**config.mk**
```make
export PLATFORM = sky130hd
export DESIGN_NAME = ram_1port_scan_init
export DESIGN_NICKNAME = d
export VERILOG_FILES = /design/src/rtl/ram_1port_scan_init_pkg.sv /design/src/rtl/ram_1port_scan_init_checker.sv /design/src/rtl/ram_1port_scan_init.sv
export SDC_FILE = /design/constraint.sdc
export NUM_CORES = 1
export LEC_CHECK = 0
export CORE_MARGIN = 8
export CORE_UTILIZATION = 48
export CTS_CLUSTER_SIZE = 10
export DETAILED_ROUTE_END_ITERATION = 10
export PLACE_DENSITY_LB_ADDON = 0.08
export SLEW_MARGIN = 20
export SYNTH_ARGS = -nofsm -noshare
export SYNTH_HDL_FRONTEND = slang
export SYNTH_HIERARCHICAL = 1
export SYNTH_SLANG_ARGS = --single-unit
```
**constraint.sdc**
```tcl
create_clock -name clk -period 7.2 [get_ports clk]
set_input_delay 1.44 -clock clk [delete_from_list [all_inputs] [get_ports clk]]
set_output_delay 1.44 -clock clk [all_outputs]
set_load 0.01 [all_outputs]
```
**src/rtl/ram_1port_scan_init_pkg.sv**
```systemverilog
// Shared definitions for the RAM scan/initialise engine: FSM encoding,
// outstanding-read counter width and the counter update helper.
package ram_1port_scan_init_pkg;

  // Engine states; encoding is fixed so the state can be probed by debug logic.
  typedef enum logic [2:0] {
    S_IDLE  = 3'd0,
    S_WRITE = 3'd1,
    S_READ  = 3'd2,
    S_DRAIN = 3'd3,
    S_DONE  = 3'd4
  } state_t;

  // Outstanding-read counter is sized for the largest legal MaxOut (15).
  localparam int OUT_W = 4;

  // Read-slot accounting: a transfer and an ack in the same cycle cancel.
  function automatic logic [OUT_W-1:0] out_update(
    input logic [OUT_W-1:0] cur,
    input logic             inc,
    input logic             dec
  );
    logic [OUT_W-1:0] nxt;
    nxt = cur;
    if (inc && !dec) nxt = cur + 1'b1;
    if (dec && !inc) nxt = cur - 1'b1;
    return nxt;
  endfunction

endpackage

```
**src/rtl/ram_1port_scan_init_checker.sv**
```systemverilog
// Read-back checker: walks the expected address in ack order, compares each
// ack against the seeded pattern and keeps the error summary.
module ram_1port_scan_init_checker
  import ram_1port_scan_init_pkg::*;
#(
  parameter int Width = 16,
  parameter int Size  = 256,
  parameter int AddrW = 8
) (
  input  logic             clk,
  input  logic             reset,
  input  logic             clr,
  input  logic             pending,
  input  logic [Width-1:0] seed_q,
  input  logic             ack_valid,
  input  logic [Width-1:0] ack_data,
  output logic             ck_wrapped,
  output logic [AddrW:0]   err_count,
  output logic [AddrW-1:0] first_err_addr,
  output logic             proto_err
);

  localparam logic [AddrW:0] TERM = (AddrW+1)'(Size);

  logic [AddrW:0]   ck_addr;
  logic [Width-1:0] expect_data;
  logic             hit;
  logic             miss;

  // An ack only counts when a read is actually waiting for it.
  assign hit         = ack_valid && pending;
  assign expect_data = seed_q ^ Width'(ck_addr[AddrW-1:0]);
  assign miss        = hit && (ack_data != expect_data);
  assign ck_wrapped  = (ck_addr == TERM);

  // Check-address walk, saturating error count, first-failure capture, sticky protocol flag.
  always_ff @(posedge clk or negedge reset) begin
    if (!reset) begin
      ck_addr        <= '0;
      err_count      <= '0;
      first_err_addr <= '0;
      proto_err      <= 1'b0;
    end else if (clr) begin
      ck_addr        <= '0;
      err_count      <= '0;
      first_err_addr <= '0;
      proto_err      <= 1'b0;
    end else begin
      if (hit) ck_addr <= ck_addr + 1'b1;
      if (miss) begin
        if (err_count != TERM) err_count <= err_count + 1'b1;
        if (err_count == '0)   first_err_addr <= ck_addr[AddrW-1:0];
      end
      if (ack_valid && !pending) proto_err <= 1'b1;
    end
  end

endmodule

```
**src/rtl/ram_1port_scan_init.sv**
```systemverilog
// Built-in self-test / initialiser for a single-port RAM on the valid/retry
// protocol: writes pattern(a) to every word, reads every word back with a
// bounded number of reads in flight, and reports the result.
module ram_1port_scan_init
  import ram_1port_scan_init_pkg::*;
#(
  parameter int Width  = 16,
  parameter int Size   = 256,
  parameter int AddrW  = 8,
  parameter int MaxOut = 4
) (
  input  logic             clk,
  input  logic             reset,
  input  logic             start,
  input  logic [Width-1:0] seed,
  output logic             busy,
  output logic             done,
  output logic             pass,
  output logic [AddrW:0]   err_count,
  output logic [AddrW-1:0] first_err_addr,
  output logic             proto_err,
  output logic             req_valid,
  input  logic             req_retry,
  output logic             req_we,
  output logic [AddrW-1:0] req_addr,
  output logic [Width-1:0] req_data,
  input  logic             ack_valid,
  output logic             ack_retry,
  input  logic [Width-1:0] ack_data
);

  localparam logic [AddrW:0]   LAST    = (AddrW+1)'(Size - 1);
  localparam logic [OUT_W-1:0] MAX_OUT = OUT_W'(MaxOut);

  state_t           state;
  logic [AddrW:0]   wr_addr;
  logic [AddrW:0]   rd_addr;
  logic [AddrW:0]   wr_inc;
  logic [AddrW:0]   rd_nxt;
  logic [OUT_W-1:0] outstanding;
  logic [OUT_W-1:0] out_nxt;
  logic [Width-1:0] seed_q;
  logic             xfer;
  logic             rd_xfer;
  logic             ack_hit;
  logic             go;
  logic             pending;
  logic             ck_wrapped;

  assign xfer      = req_valid && !req_retry;
  assign rd_xfer   = xfer && !req_we;
  assign pending   = (outstanding != '0);
  assign ack_hit   = ack_valid && pending;
  assign go        = start && ((state == S_IDLE) || (state == S_DONE));
  assign out_nxt   = out_update(outstanding, rd_xfer, ack_hit);
  assign wr_inc    = wr_addr + 1'b1;
  assign rd_nxt    = rd_addr + {{AddrW{1'b0}}, rd_xfer};
  assign ack_retry = 1'b0;
  assign pass      = done && (err_count == '0) && !proto_err;

  // Main sequencer: request register, address counters and read-slot accounting.
  // The request fields only change when the register is empty or the current
  // request transfers, so a stalled request is held stable.
  always_ff @(posedge clk or negedge reset) begin
    if (!reset) begin
      state       <= S_IDLE;
      wr_addr     <= '0;
      rd_addr     <= '0;
      outstanding <= '0;
      seed_q      <= '0;
      busy        <= 1'b0;
      done        <= 1'b0;
      req_valid   <= 1'b0;
      req_we      <= 1'b0;
      req_addr    <= '0;
      req_data    <= '0;
    end else begin
      outstanding <= out_nxt;
      case (state)
        S_IDLE, S_DONE: begin
          if (start) begin
            state       <= S_WRITE;
            wr_addr     <= '0;
            rd_addr     <= '0;
            outstanding <= '0;
            seed_q      <= seed;
            busy        <= 1'b1;
            done        <= 1'b0;
            // pattern(0) is the seed itself
            req_valid   <= 1'b1;
            req_we      <= 1'b1;
            req_addr    <= '0;
            req_data    <= seed;
          end
        end
        S_WRITE: begin
          if (xfer) begin
            if (wr_addr == LAST) begin
              // first read goes out straight away; no reads are in flight yet
              state     <= S_READ;
              req_valid <= 1'b1;
              req_we    <= 1'b0;
              req_addr  <= '0;
              req_data  <= '0;
            end else begin
              wr_addr  <= wr_inc;
              req_addr <= wr_inc[AddrW-1:0];
              req_data <= seed_q ^ Width'(wr_inc[AddrW-1:0]);
            end
          end
        end
        S_READ: begin
          if (!(req_valid && req_retry)) begin
            if (rd_xfer && (rd_addr == LAST)) begin
              state     <= S_DRAIN;
              req_valid <= 1'b0;
            end else begin
              // a same-cycle ack is already folded into out_nxt
              rd_addr   <= rd_nxt;
              req_addr  <= rd_nxt[AddrW-1:0];
              req_valid <= (out_nxt < MAX_OUT);
            end
          end
        end
        S_DRAIN: begin
          if (!pending && ck_wrapped) begin
            state <= S_DONE;
            busy  <= 1'b0;
            done  <= 1'b1;
          end
        end
        default: state <= S_IDLE;
      endcase
    end
  end

  ram_1port_scan_init_checker #(
    .Width (Width),
    .Size  (Size),
    .AddrW (AddrW)
  ) u_checker (
    .clk            (clk),
    .reset          (reset),
    .clr            (go),
    .pending        (pending),
    .seed_q         (seed_q),
    .ack_valid      (ack_valid),
    .ack_data       (ack_data),
    .ck_wrapped     (ck_wrapped),
    .err_count      (err_count),
    .first_err_addr (first_err_addr),
    .proto_err      (proto_err)
  );

endmodule
```
Yosys cells after proc, flatten, opt, wreduce, memory -nomap -nowiden --
Cells that the tools add are included.
Storage, ports and cells: bits in writable memories 0, register bits 96, memory bits (read-only) 0, memories 0, bits in latches 0
Operators by class: multiplexer cells 52, reduce and logical (&&, ||, !) cells 44, eq/ne operators 17, $add $sub $neg 6, $lt $le $gt $ge 1, shifts and indexed selects 0, bitwise operators 2, $mul 0, divide/modulo/power cells 0
Operator list (number):
- 2-to-1 mux 9 bit | 10
- 2-to-1 mux 8 bit | 8
- 2-to-1 mux 16 bit | 3
- case mux 9 bit (2 select lines) | 2
- case mux 16 bit (2 select lines) | 1
- XOR 16 x 8 -> 16 bit | 2
- adder 9 x 1 -> 9 bit, second input constant | 3
- case mux 8 bit (3 select lines) | 1
- equality test 9 x 8 -> 1 bit, second input constant | 2
- 2-to-1 mux 3 bit | 6
- 2-to-1 mux 4 bit | 4
- inequality test 16 bit | 1
- inequality test 2 bit, second input constant | 8
- nonzero test 2 bit | 8
- logical AND 1 bit | 13
- 2-to-1 mux 1 bit | 12
- case mux 3 bit (4 select lines) | 1
- AND reduction 4 bit | 3
- AND reduction 5 bit | 2
- adder 9 x 1 -> 9 bit | 1
- equality test 9 bit, second input constant | 1
- zero test 9 bit | 1
- inequality test 9 bit, second input constant | 1
- equality test 3 x 2 -> 1 bit, second input constant | 2
- other kinds (16) | 26

Longest topological paths before layout --
depth after elaboration 10, depth in mapped cells 10, depth with buffers taken out 10

Modules after synthesis --
The synthesis kept the hierarchy.
By module, submodules not included:
- ram_1port_scan_init | cells each 391, area an instance 3542.1 µm², instances 1
- ram_1port_scan_init_checker | cells each 178, area an instance 1804.2 µm², instances 1

Least setup slack after synthesis --
OpenSTA, ideal clock, no wires.
path type in2reg, from input port req_retry, to register req_addr[5], setup time 0.125 ns, arrival time 3.012 ns, data required time 7.075 ns, stages 5, slack 4.063 ns, cells stage by stage or3b_1 buf_6 or4_4 o22ai_4 mux2_2
Between the ends: cells in the longest elaborated chain, start to end 7, elaborated cells on any way between the ends 13, those cells by class 1 x add/sub; 3 x eq/ne; 3 x mux; 6 x reduce/logical
RTL lines:
- start: declaration | RTL line ram_1port_scan_init.sv:23 | input logic req_retry,
- zero test 1 bit | RTL line ram_1port_scan_init.sv:50 | assign xfer = req_valid && !req_retry;
- logical AND 1 bit | RTL line ram_1port_scan_init.sv:50
- logical AND 1 bit | RTL line ram_1port_scan_init.sv:51 | assign rd_xfer = xfer && !req_we;
- adder 9 x 1 -> 9 bit | RTL line ram_1port_scan_init.sv:57 | assign rd_nxt = rd_addr + {{AddrW{1'b0}}, rd_xfer};
- 2-to-1 mux 8 bit | RTL line ram_1port_scan_init.sv:114 | if (rd_xfer && (rd_addr == LAST)) begin
- 2-to-1 mux 8 bit | RTL line ram_1port_scan_init.sv:113 | if (!(req_valid && req_retry)) begin
- case mux 8 bit (3 select lines) | RTL line ram_1port_scan_init.sv:79 | case (state)
- end signal: assignment | RTL line ram_1port_scan_init.sv:107 | req_addr <= wr_inc[AddrW-1:0];
- end signal: assignment | RTL line ram_1port_scan_init.sv:120 | req_addr <= rd_nxt[AddrW-1:0];
- end: declaration | RTL line ram_1port_scan_init.sv:25 | output logic [AddrW-1:0] req_addr,
Several ways; a longest one is shown, not always the timed one. The select of a mux whose other input is x is not followed. A chain may end at the register's enable or synchronous reset.

Worst setup path after layout --
from input port start, to register req_valid
Between the ends: cells in the longest elaborated chain, start to end 2
RTL lines:
- start: declaration | RTL line ram_1port_scan_init.sv:14 | input logic start,
- inequality test 2 bit (no line)
- AND reduction 5 bit (no line)
- end signal: assignment | RTL line ram_1port_scan_init.sv:121 | req_valid <= (out_nxt < MAX_OUT);
- end: declaration | RTL line ram_1port_scan_init.sv:22 | output logic req_valid,
Every way passes these cells.

==> key figures <==
Status
  • Run status: finished, final reports clean

Yosys
  • Syn Inst Count: roughly 570
  • Proportion of register bits with asynchronous set or reset after synthesis: between 90% and 100%
  • Synth Net Count: 616
  • Sequential cell area fraction in the yosys report: 44.9%
  • Count of synthesis-stage warnings from yosys: 6
  • Combined area of all synthesized cells: 5350 sq um
  • Number of distinct library cells after synthesis: just over 60
  • Share of the synthesized netlist area taken by xor and xnor gates: 9.85%
  • Area share of fa/ha/maj cells after synthesis: 2.53%
  • Most used flip-flop cell after synthesis: sky130_fd_sc_hd__dfrtp_1
  • Multiplexer share of the synthesized area: roughly 5.2%
  • Main combinational cell family by area after synthesis: simple AND/OR/NAND/NOR gates
  • Seq cells post-synth: between 90 and 100
  • Post-synth EDFFs: 0
  • Post-Syn Area per Cell: 9.40 sq um
  • Complex-gate fraction of the synthesized area: 10.6%
  • Area fraction in and, or, nand and nor cells after synthesis: between 20% and 30%

Routing
  • Total number of vias: 4223
  • Number of iterations in the first detailed-routing pass: 5
  • Post-DRT Antenna Nets: 0
  • Detail-routed via count per cell: between 5 and 6
  • Post-detailed-route DRC marker count: 0
  • Routed WL: around 13000 um
  • 1st-iter DRT viols: between 300 and 400
  • DR WL/cell: around 16 um

Critical path
  • Destination of the worst register-to-register timing path: state[1]$_DFFE_PN0P_
  • Startpoint of the worst register-to-register path: wr_addr[0]$_DFFE_PN0P_
  • Worst R2R Path Depth: 10
  • Critical path cell sequence: clkdlybuf4s50_1 -> nand2_1 -> clkinv_1 -> buf_4 -> o21ai_0 -> mux2i_1 -> o21ai_1
  • Critical path required time: around 7.5 ns
  • FF-to-FF setup slack: between 4 and 5 ns
  • Slowest library cell on the worst path: sky130_fd_sc_hd__nand2_1
  • Crit-path max cell delay: between 0.6 and 0.7 ns
  • Maximum fanout count along the critical path: 67
  • Startpoint kind of the worst setup timing path: primary input
  • Endpoint type of the worst setup path: register
  • Worst path arrival time: ~4.0 ns
  • Crit Path Class: primary input to register

Final layout
  • Multi-input gate area: 2780 sq um
  • Layout overhead on the synthesized area: 21.0%
  • Sequential Area: ~2400 sq um
  • Number of fill cells in the layout: 977
  • Diodes inserted: 0
  • Commonest cells after routing, fill and taps aside: sky130_fd_sc_hd__nand2_1 (109), sky130_fd_sc_hd__dfrtp_1 (96), sky130_fd_sc_hd__clkdlybuf4s50_1 (82)
  • Layout net count: between 600 and 700
  • Most frequent standard cell in the layout excluding fill and tap cells: sky130_fd_sc_hd__nand2_1
  • Ratio of cells with drive above 1 in the final layout: around 6.6%

Flow run
  • Max-cap violations: 0

Worst hold path
  • Worst Hold Launch: req_addr[3]$_DFFE_PN0P_
  • Worst-case hold path end point: req_addr[3]$_DFFE_PN0P_
  • Path type of the worst min-delay path: register to register
  • Hold-critical path depth: 2

STA
  • Endpoints failing setup: 0
  • Transition time at the pin with the least slew margin: approximately 0.88 ns
  • Fin crit share: a little over half
  • Highest achievable clock rate: ~0.27 GHz
  • Clock skew after layout: roughly 0.0054 ns
  • Setup repair after global routing missed its margin: false
  • Setup slack after layout: 3.44 ns
  • Final critical-path required period: roughly 3.8 ns
  • Endpoints failing hold: 0
  • Setup total negative slack: 0 ns
  • Max_slew headroom: about two fifths
  • Number of pins with negative max-slew slack in the final report: 0

Placed design
  • Setup slack at placement: roughly 3.0 ns
  • Number of port buffers: 83
  • HPWL after detailed placement: around 9400 um
  • Routability Congestion: 0.801

CTS
  • Post-CTS setup-driven buffer insertion count: 0
  • CTS sink cnt: between 90 and 100
  • Clock transition at the registers of the reported paths: roughly 0.09 ns
  • Number of hold buffers added after cts: 0
  • PostCTS Resize Cnt: 0
  • Worst-Skew Late Latency: 0.36 ns
  • H-tree level count: 3
  • Total CTS buffers: 9
  • TritonCTS clock tree: done
  • Deepest clock path buffer count: 2
  • Clock Root Buffer: sky130_fd_sc_hd__clkbuf_8

Pwr
  • Maximum ir drop on the vdd rail: 0.185 mV
  • P per Cell Area: 318 nW/um^2
  • Leakage dissipation: ~2.8 nW

Floorplanning
  • Total Die Area: 14800 sq um
  • Core box area: approximately 11000 sq um
  • Standard-cell row count: 38
  • Initial core utilization: about 50%
  • Horizontal die dimension: about 120 um
  • Vertical extent of the die: between 100 and 150 um
  • I/O pin total: 85

Global route
  • Overflow left after global routing: 0
  • Global-route total usage across every layer: between 10% and 20%
  • Vias in the first global route: 4230
  • Wire length of the first global-routing pass: ~21000 um
  • Number of antenna violations at the first check in global routing: 0
  • Maximum number of pins on one net before global-route repair: 70
[through the flow]
step / hold WS, ns / power (W) / instance area (sq um) / util [%] / cells
2_1_floorplan: 0.450 / 0.00142 / 5350 / - / 569
3_3_place_gp: 0.462 / 0.00172 / 6290 / 58.1 / 775
3_5_place_dp: 0.475 / 0.00176 / 6290 / 58.1 / 775
4_1_cts: 0.501 / 0.00208 / 6460 / 59.6 / 791
5_1_grt: 0.507 / 0.00220 / 6470 / 59.7 / 792
6_report: 0.494 / 0.00205 / 6470 / 59.7 / 792
[sequential cells by signal, summed over array words and instances, names as in the netlist, 4 cells and up]
signal / cells
req_addr: 8
u_checker/ck_addr: 9
u_checker/err_count: 9
u_checker/first_err_addr: 8
wr_addr: 9
rd_addr: 9
outstanding: 4
req_data: 16
seed_q: 16
[critical path, delay by kind of cell]
family / cells / cell delay, ns
AO/OA/AOI/OAI: 2 / 0.46
buffers and inverters: 3 / 1.21
multiplexers: 1 / 0.21
AND/OR/NAND/NOR: 1 / 0.67
[power breakdown]
part	total, W	internal, W	leakage, nW	switching, W
clock	0.000317	0.000135	0.0834	0.000183
combinational	0.000920	0.000442	1.48	0.000478
sequential	0.000817	0.000673	1.26	0.000144
total	0.00205	0.00125	2.83	0.000806
[area by class of cell]
class                   instances  share of cell area (%)
multi-input cells             434                    43.0
well taps                     140                    2.71
clock buffers                  13                    2.30
clock inverters                 3                   0.271
repair buffers                 89                    13.5
inverters                      17                    1.06
flip-flops and latches         96                    37.1
[cell usage after synthesis (all sizes together), types with 3 or more instances]
cell	instances	area [sq um]
mux2	15	169
nor4	5	61.3
nor3	9	45.0
o211ai	8	60.1
nand2	110	415
o22ai	4	38.8
a22oi	6	45.0
nor2	53	199
and3	8	50.1
dfrtp	96	2400
clkbuf	18	67.6
nand4	11	75.1
inv	15	56.3
nor2b	8	50.1
and2	4	25.0
a21oi	19	95.1
xnor2	27	251
xor2	16	140
or2b	3	22.5
buf	4	35.0
nand2b	16	100
xnor3	6	135
nand3	16	80.1
o21ai	36	180
ha	10	125
mux2i	11	110
[layer usage]
metal / part of all wire, % / up-vias / track usage (%)
met4: 1.3 / 0 / 6.32
li1: - / 2100 / -
met5: 0 / - / 0
met2: 46 / 98 / 28.5
met3: 5.3 / 12 / 4.03
met1: 48 / 2013 / 23.9
[kinds of logic after synthesis]
| family | Yosys count |
|---|---|
| AND/OR/NAND/NOR | 259 |
| AO/OA/AOI/OAI | 88 |
| flip-flops | 96 |
| adder cells (fa/ha/maj) | 11 |
| other | 1 |
| XOR/XNOR | 49 |
| multiplexers | 26 |
| buffers and inverters | 39 |
[worst max-delay path by stage]
stage / cells past startpoint / to / from / slack, ns
CTS: 7 / req_valid$_DFFE_PN0P_ / start / 3.36
finish: 7 / req_valid$_DFFE_PN0P_ / start / 3.44
floorplan: 5 / req_addr[5]$_DFFE_PN0P_ / req_retry / 4.06
detailed placement: 7 / req_valid$_DFFE_PN0P_ / start / 2.96
global placement: 7 / req_valid$_DFFE_PN0P_ / start / 3.11
global route: 7 / req_valid$_DFFE_PN0P_ / start / 3.24
Power figures use the tool's default switching activity.
==> RTL edit 1 (same flow settings) <==
`Size` is set to 256 in 2 places; all go to 128.
--- a/src/rtl/ram_1port_scan_init_checker.sv
+++ b/src/rtl/ram_1port_scan_init_checker.sv
@@ -4,7 +4,7 @@
   import ram_1port_scan_init_pkg::*;
 #(
   parameter int Width = 16,
-  parameter int Size  = 256,
+  parameter int Size  = 128,
   parameter int AddrW = 8
 ) (
   input  logic             clk,
--- a/src/rtl/ram_1port_scan_init.sv
+++ b/src/rtl/ram_1port_scan_init.sv
@@ -5,7 +5,7 @@
   import ram_1port_scan_init_pkg::*;
 #(
   parameter int Width  = 16,
-  parameter int Size   = 256,
+  parameter int Size   = 128,
   parameter int AddrW  = 8,
   parameter int MaxOut = 4
 ) (
Function: same outputs for any inputs over 10 cycles, from zero or initial values and one cycle with reset low; that may be too few to reach the edited logic, so the function may still have changed.
==> RTL edit 1 against the unedited design <==
Power rose by 4.7%. Combinational power fell by 6.0%. Cell count fell by 0.88%. Design area rose by 1.6%. Wire length rose by 2.3%. Sequential cell count did not move. Clock skew rose by 0.0063 ns. Synthesized area rose by 0.94%. Fmax rose by 3.1%. Worst setup slack improved by 0.11 ns.
==> RTL edit 1: results (changes against the unedited design) <==
{
  "sta": {
    "timing.clock.skew": {"value": 0.0117, "unit": "ns", "change": "was 0.00544 ns"},
    "max-slew-margin-rel": {"value": 0.355, "change": "was 0.414"}
  },
  "synth": {
    "synth_seq_area_share": {"value": 0.445, "change": "was 0.449"},
    "muxShareOfSynthArea": {"value": 0.0478, "change": "was 0.0522"},
    "synth.cells.most_frequent": {"value": "96 x sky130_fd_sc_hd__dfrtp_1, 92 x sky130_fd_sc_hd__nand2_1, 41 x sky130_fd_sc_hd__o21ai_0", "change": "was 109 x sky130_fd_sc_hd__nand2_1, 96 x sky130_fd_sc_hd__dfrtp_1, 53 x sky130_fd_sc_hd__nor2_1"},
    "post_synth_num_cell_types": {"value": 67, "change": "was 61"},
    "synth_xor_area_frac": {"value": 0.0981, "change": "was 0.0985"},
    "synth-adder-area-share": {"value": 0.0246, "change": "was 0.0253"},
    "yosys-top-cells-area": {"value": "sky130_fd_sc_hd__dfrtp_1 45%, sky130_fd_sc_hd__nand2_1 6.4%, sky130_fd_sc_hd__o21ai_0 3.8%", "change": "was sky130_fd_sc_hd__dfrtp_1 45%, sky130_fd_sc_hd__nand2_1 7.7%, sky130_fd_sc_hd__xnor2_1 4.1%"}
  },
  "final_layout": {
    "drive_gt1_frac": {"value": 0.0682, "change": "was 0.0660"},
    "final_net_count": {"value": 686, "change": "was 694"},
    "fill_cells": {"value": 957, "change": "was 977"}
  },
  "placed_design": {
    "hpwl": {"value": 9.54, "unit": "mm", "change": "was 9.39 mm"},
    "placement.setup.worst_slack": {"value": 3.16, "unit": "ns", "change": "was 2.96 ns"}
  },
  "setup_path": {
    "regToRegStartpoint": {"value": "state[1]", "change": "was wr_addr[0]"},
    "critical_path.max_stage_delay": {"value": 0.60, "unit": "ns", "change": "was 0.67 ns"},
    "worstPathArrival": {"value": 3.90, "unit": "ns", "change": "was 4.01 ns"},
    "crit_path_top_delay_cell": {"value": "sky130_fd_sc_hd__or3_1", "change": "was sky130_fd_sc_hd__nand2_1"},
    "worst_r2r_path_depth": {"value": 5, "change": "was 10"},
    "crit_path_end": {"value": "u_checker/err_count[6]", "change": "was req_valid"},
    "rrSetupSlack": {"value": 4.56, "unit": "ns", "change": "was 4.09 ns"}
  },
  "run_status": {
    "outcome": {"value": "completed", "change": "unchanged"}
  },
  "global_routing": {
    "grtUsageTotal": {"value": 0.184, "change": "was 0.180"},
    "first_global_vias": {"value": 4287, "change": "was 4,230"},
    "grt_max_degree": {"value": 78, "change": "was 70"}
  },
  "routing": {
    "detail_route.wirelength": {"value": 13.2, "unit": "mm", "change": "was 12.9 mm"},
    "drt_first_pass_iters": {"value": 6, "change": "was 5"}
  },
  "power_and_ir_drop": {
    "peakVddDrop": {"value": 0.000156, "unit": "V", "change": "was 0.000185 V"},
    "power.static_leakage": {"value": 2.87, "unit": "nW", "change": "was 2.83 nW"}
  },
  "hold_path": {
    "hp-start": {"value": "req_addr[3]", "change": "unchanged"}
  }
}
## RTL edit 1: cell families after synthesis
kind of cell    count (synthesis)
simple gates                  237
fa+ha+maj                      11
flops                          96
mux                            23
other cells                     1
buf+inv                        50
compound gates                106
xor+xnor                       46
## RTL edit 1: cell type report
| class | count | share of cell area |
|---|---|---|
| clock buffers | 10 | 0.0209 |
| clock inverters | 6 | 0.0171 |
| inverters | 22 | 0.0126 |
| multi-input cells | 424 | 0.427 |
| flip-flops and latches | 96 | 0.366 |
| well taps | 140 | 0.0267 |
| repair buffers | 87 | 0.131 |
## RTL edit 1: layer usage
layer | share of wire | global-route usage | routed length, um | vias to the layer above
li1 | - | - | - | 2104
met4 | 0.017 | 0.0671 | 224 | 0
met1 | 0.45 | 0.241 | 5900 | 2105
met2 | 0.49 | 0.298 | 6420 | 103
met3 | 0.051 | 0.0370 | 681 | 15
met5 | 0 | 0 | 0 | -
## RTL edit 1: per-stage QoR
stage | hold slack [ns] | area (sq um) | util | instances | power (mW)
finish | 0.486 | 6570 | 0.604 | 785 | 2.15
global route | 0.519 | 6570 | 0.604 | 785 | 2.30
CTS | 0.491 | 6570 | 0.604 | 785 | 2.17
detailed placement | 0.471 | 6320 | 0.581 | 769 | 1.72
global placement | 0.467 | 6320 | 0.581 | 769 | 1.70
floorplan | 0.490 | 5400 | - | 570 | 1.41
## RTL edit 1: report_power, final
group          total (mW)  internal, mW  switching (mW)  leakage [nW]
clock network       0.444         0.242           0.201         0.127
logic               0.865         0.440           0.425          1.49
registers           0.842         0.680           0.162          1.25
total                2.15          1.36           0.789          2.87
## RTL edit 1: worst max-delay path, delay by kind of cell
family,cells,cell delay (ns)
buffers and inverters,4,1.37
multiplexers,1,0.31
AND/OR/NAND/NOR,2,0.73
==> RTL edit 2 (same flow settings) <==
Made on the original files. Make the reset (`reset`) synchronous in 2 clocked blocks.
--- a/src/rtl/ram_1port_scan_init_checker.sv
+++ b/src/rtl/ram_1port_scan_init_checker.sv
@@ -34,7 +34,7 @@
   assign ck_wrapped  = (ck_addr == TERM);
 
   // Check-address walk, saturating error count, first-failure capture, sticky protocol flag.
-  always_ff @(posedge clk or negedge reset) begin
+  always_ff @(posedge clk) begin
     if (!reset) begin
       ck_addr        <= '0;
       err_count      <= '0;
--- a/src/rtl/ram_1port_scan_init.sv
+++ b/src/rtl/ram_1port_scan_init.sv
@@ -61,7 +61,7 @@
   // Main sequencer: request register, address counters and read-slot accounting.
   // The request fields only change when the register is empty or the current
   // request transfers, so a stalled request is held stable.
-  always_ff @(posedge clk or negedge reset) begin
+  always_ff @(posedge clk) begin
     if (!reset) begin
       state       <= S_IDLE;
       wr_addr     <= '0;
Behaviour: differs if reset is asserted again (counterexample within 4 cycles, from zero or initial values and one cycle with reset low); with reset held inactive, the same outputs for 10 cycles.
==> RTL edit 2 against the unedited design <==
Combinational power down 20%. Design area down 3.8%. Via count up 11%. Power down 11%. Sequential cell count unchanged. Wire length up 7.0%. Worst setup slack better by 0.11 ns. First-iteration DRC count up 34%. Cell count up 4.2%. Clock skew up 0.0060 ns. Synthesized area down 4.1%. Critical endpoint is now req_addr[7]. Largest power group unchanged.
==> RTL edit 2: results (changes against the unedited design) <==
{
  "global_routing": {
    "grt_first_pass_wirelength": {"value": 22.9, "unit": "mm", "change": "was 21.4 mm"},
    "first_global_vias": {"value": 4520, "change": "was 4,230"},
    "grt_max_degree": {"value": 51, "change": "was 70"}
  },
  "setup_path": {
    "critPathLaunch": {"value": "req_retry", "change": "was start"},
    "reg2reg_to": {"value": "wr_addr[6]", "change": "was state[1]"},
    "worst_r2r_path_depth": {"value": 7, "change": "was 10"},
    "crit_path_top_delay_cell": {"value": "sky130_fd_sc_hd__or3b_1", "change": "was sky130_fd_sc_hd__nand2_1"},
    "worstPathArrival": {"value": 3.94, "unit": "ns", "change": "was 4.01 ns"},
    "worstPathMaxFanout": {"value": 9, "change": "was 67"},
    "rrSetupSlack": {"value": 4.44, "unit": "ns", "change": "was 4.09 ns"}
  },
  "placed_design": {
    "gp_routability_congestion": {"value": 0.871, "change": "was 0.801"},
    "hpwl": {"value": 10.1, "unit": "mm", "change": "was 9.39 mm"}
  },
  "synth": {
    "post_synth_num_cell_types": {"value": 68, "change": "was 61"},
    "synth_net_count": {"value": 670, "change": "was 616"},
    "yosys-top-cells-area": {"value": "sky130_fd_sc_hd__dfxtp_1 37%, sky130_fd_sc_hd__a21oi_1 6.4%, sky130_fd_sc_hd__nand2_1 5.9%", "change": "was sky130_fd_sc_hd__dfrtp_1 45%, sky130_fd_sc_hd__nand2_1 7.7%, sky130_fd_sc_hd__xnor2_1 4.1%"},
    "synth.cells.most_frequent": {"value": "96 x sky130_fd_sc_hd__dfxtp_1, 80 x sky130_fd_sc_hd__nand2_1, 67 x sky130_fd_sc_hd__nor2_1", "change": "was 109 x sky130_fd_sc_hd__nand2_1, 96 x sky130_fd_sc_hd__dfrtp_1, 53 x sky130_fd_sc_hd__nor2_1"},
    "ys_dominant_reg_cell": {"value": "sky130_fd_sc_hd__dfxtp_1", "change": "was sky130_fd_sc_hd__dfrtp_1"},
    "synth_seq_area_share": {"value": 0.375, "change": "was 0.449"}
  },
  "routing": {
    "detail_route.wirelength": {"value": 13.8, "unit": "mm", "change": "was 12.9 mm"},
    "route.detailed.vias_per_inst": {"value": 5.70, "change": "was 5.33"}
  },
  "sta": {
    "timing.clock.skew": {"value": 0.0115, "unit": "ns", "change": "was 0.00544 ns"},
    "max-slew-margin-rel": {"value": 0.280, "change": "was 0.414"}
  },
  "run_status": {
    "outcome": {"value": "completed", "change": "unchanged"}
  },
  "power_and_ir_drop": {
    "peakVddDrop": {"value": 0.000222, "unit": "V", "change": "was 0.000185 V"}
  },
  "cts": {
    "clock_insertion_delay_worst_skew": {"value": 0.38, "unit": "ns", "change": "was 0.36 ns"}
  }
}
[RTL edit 2: worst register-to-register path, cell delays in order, from the launching register on]
cell and delay (ns):
sky130_fd_sc_hd__dfxtp_1 0.53, sky130_fd_sc_hd__ha_1 0.36, sky130_fd_sc_hd__and4_1 0.23, sky130_fd_sc_hd__ha_1 0.27, sky130_fd_sc_hd__clkinv_1 0.33, sky130_fd_sc_hd__o21ai_1 0.63
sky130_fd_sc_hd__o21ai_0 0.19, sky130_fd_sc_hd__a21oi_1 0.15
[RTL edit 2: worst min-delay path by stage]
stage / start / endpoint / slack, ns / cells past startpoint
after global placement: wr_addr[8] / wr_addr[8] / 0.47 / 2
after global routing: seed_q[10] / seed_q[10] / 0.51 / 2
after detailed placement: rd_addr[8] / rd_addr[8] / 0.48 / 2
after CTS: seed_q[12] / seed_q[12] / 0.49 / 2
after floorplan: u_checker/ck_addr[8] / u_checker/ck_addr[8] / 0.45 / 2
final: seed_q[9] / seed_q[9] / 0.49 / 2
[RTL edit 2: logic make-up after synthesis]
logic type | count (synthesis) | synth area share
AND/OR/NAND/NOR | 250 | 0.239
AO/OA/AOI/OAI | 149 | 0.186
flip-flops | 96 | 0.375
buffers and inverters | 54 | 0.0422
XOR/XNOR | 48 | 0.104
multiplexers | 15 | 0.0293
adder cells (fa/ha/maj) | 10 | 0.0244
other | 1 | 0.000731
[RTL edit 2: area by class of cell]
| type | count | area [sq um] |
|---|---|---|
| multi-input combinational | 473 | 2990 |
| clock inverter | 2 | 35.0 |
| sequential | 96 | 1920 |
| inverter | 18 | 67.6 |
| timing repair buffer | 86 | 853 |
| tap | 136 | 170 |
| fill | 965 | 4150 |
| clock buffer | 14 | 183 |
[RTL edit 2: power by group]
| group | total [mW] | internal [mW] | switching, mW |
|---|---|---|---|
| clock network | 0.384 | 0.198 | 0.185 |
| registers | 0.714 | 0.619 | 0.0944 |
| logic | 0.740 | 0.330 | 0.410 |
[RTL edit 2: layer usage]
metal	vias up	routed length (um)	track usage
met5	-	0	0
met4	0	137	0.0461
met3	12	926	0.0576
met2	154	6340	0.307
met1	2210	6430	0.257
li1	2323	-	-
[RTL edit 2: through the flow]
step	utilization	cells	worst slack [ns]	cell area [sq um]	hold WS, ns
6_report	0.600	825	3.56	6220	0.494
5_1_grt	0.600	825	3.35	6220	0.507
4_1_cts	0.600	825	3.58	6220	0.494
3_5_place_dp	0.579	809	3.17	6010	0.477
3_3_place_gp	0.579	809	3.26	6010	0.466
2_1_floorplan	-	623	3.95	5130	0.454
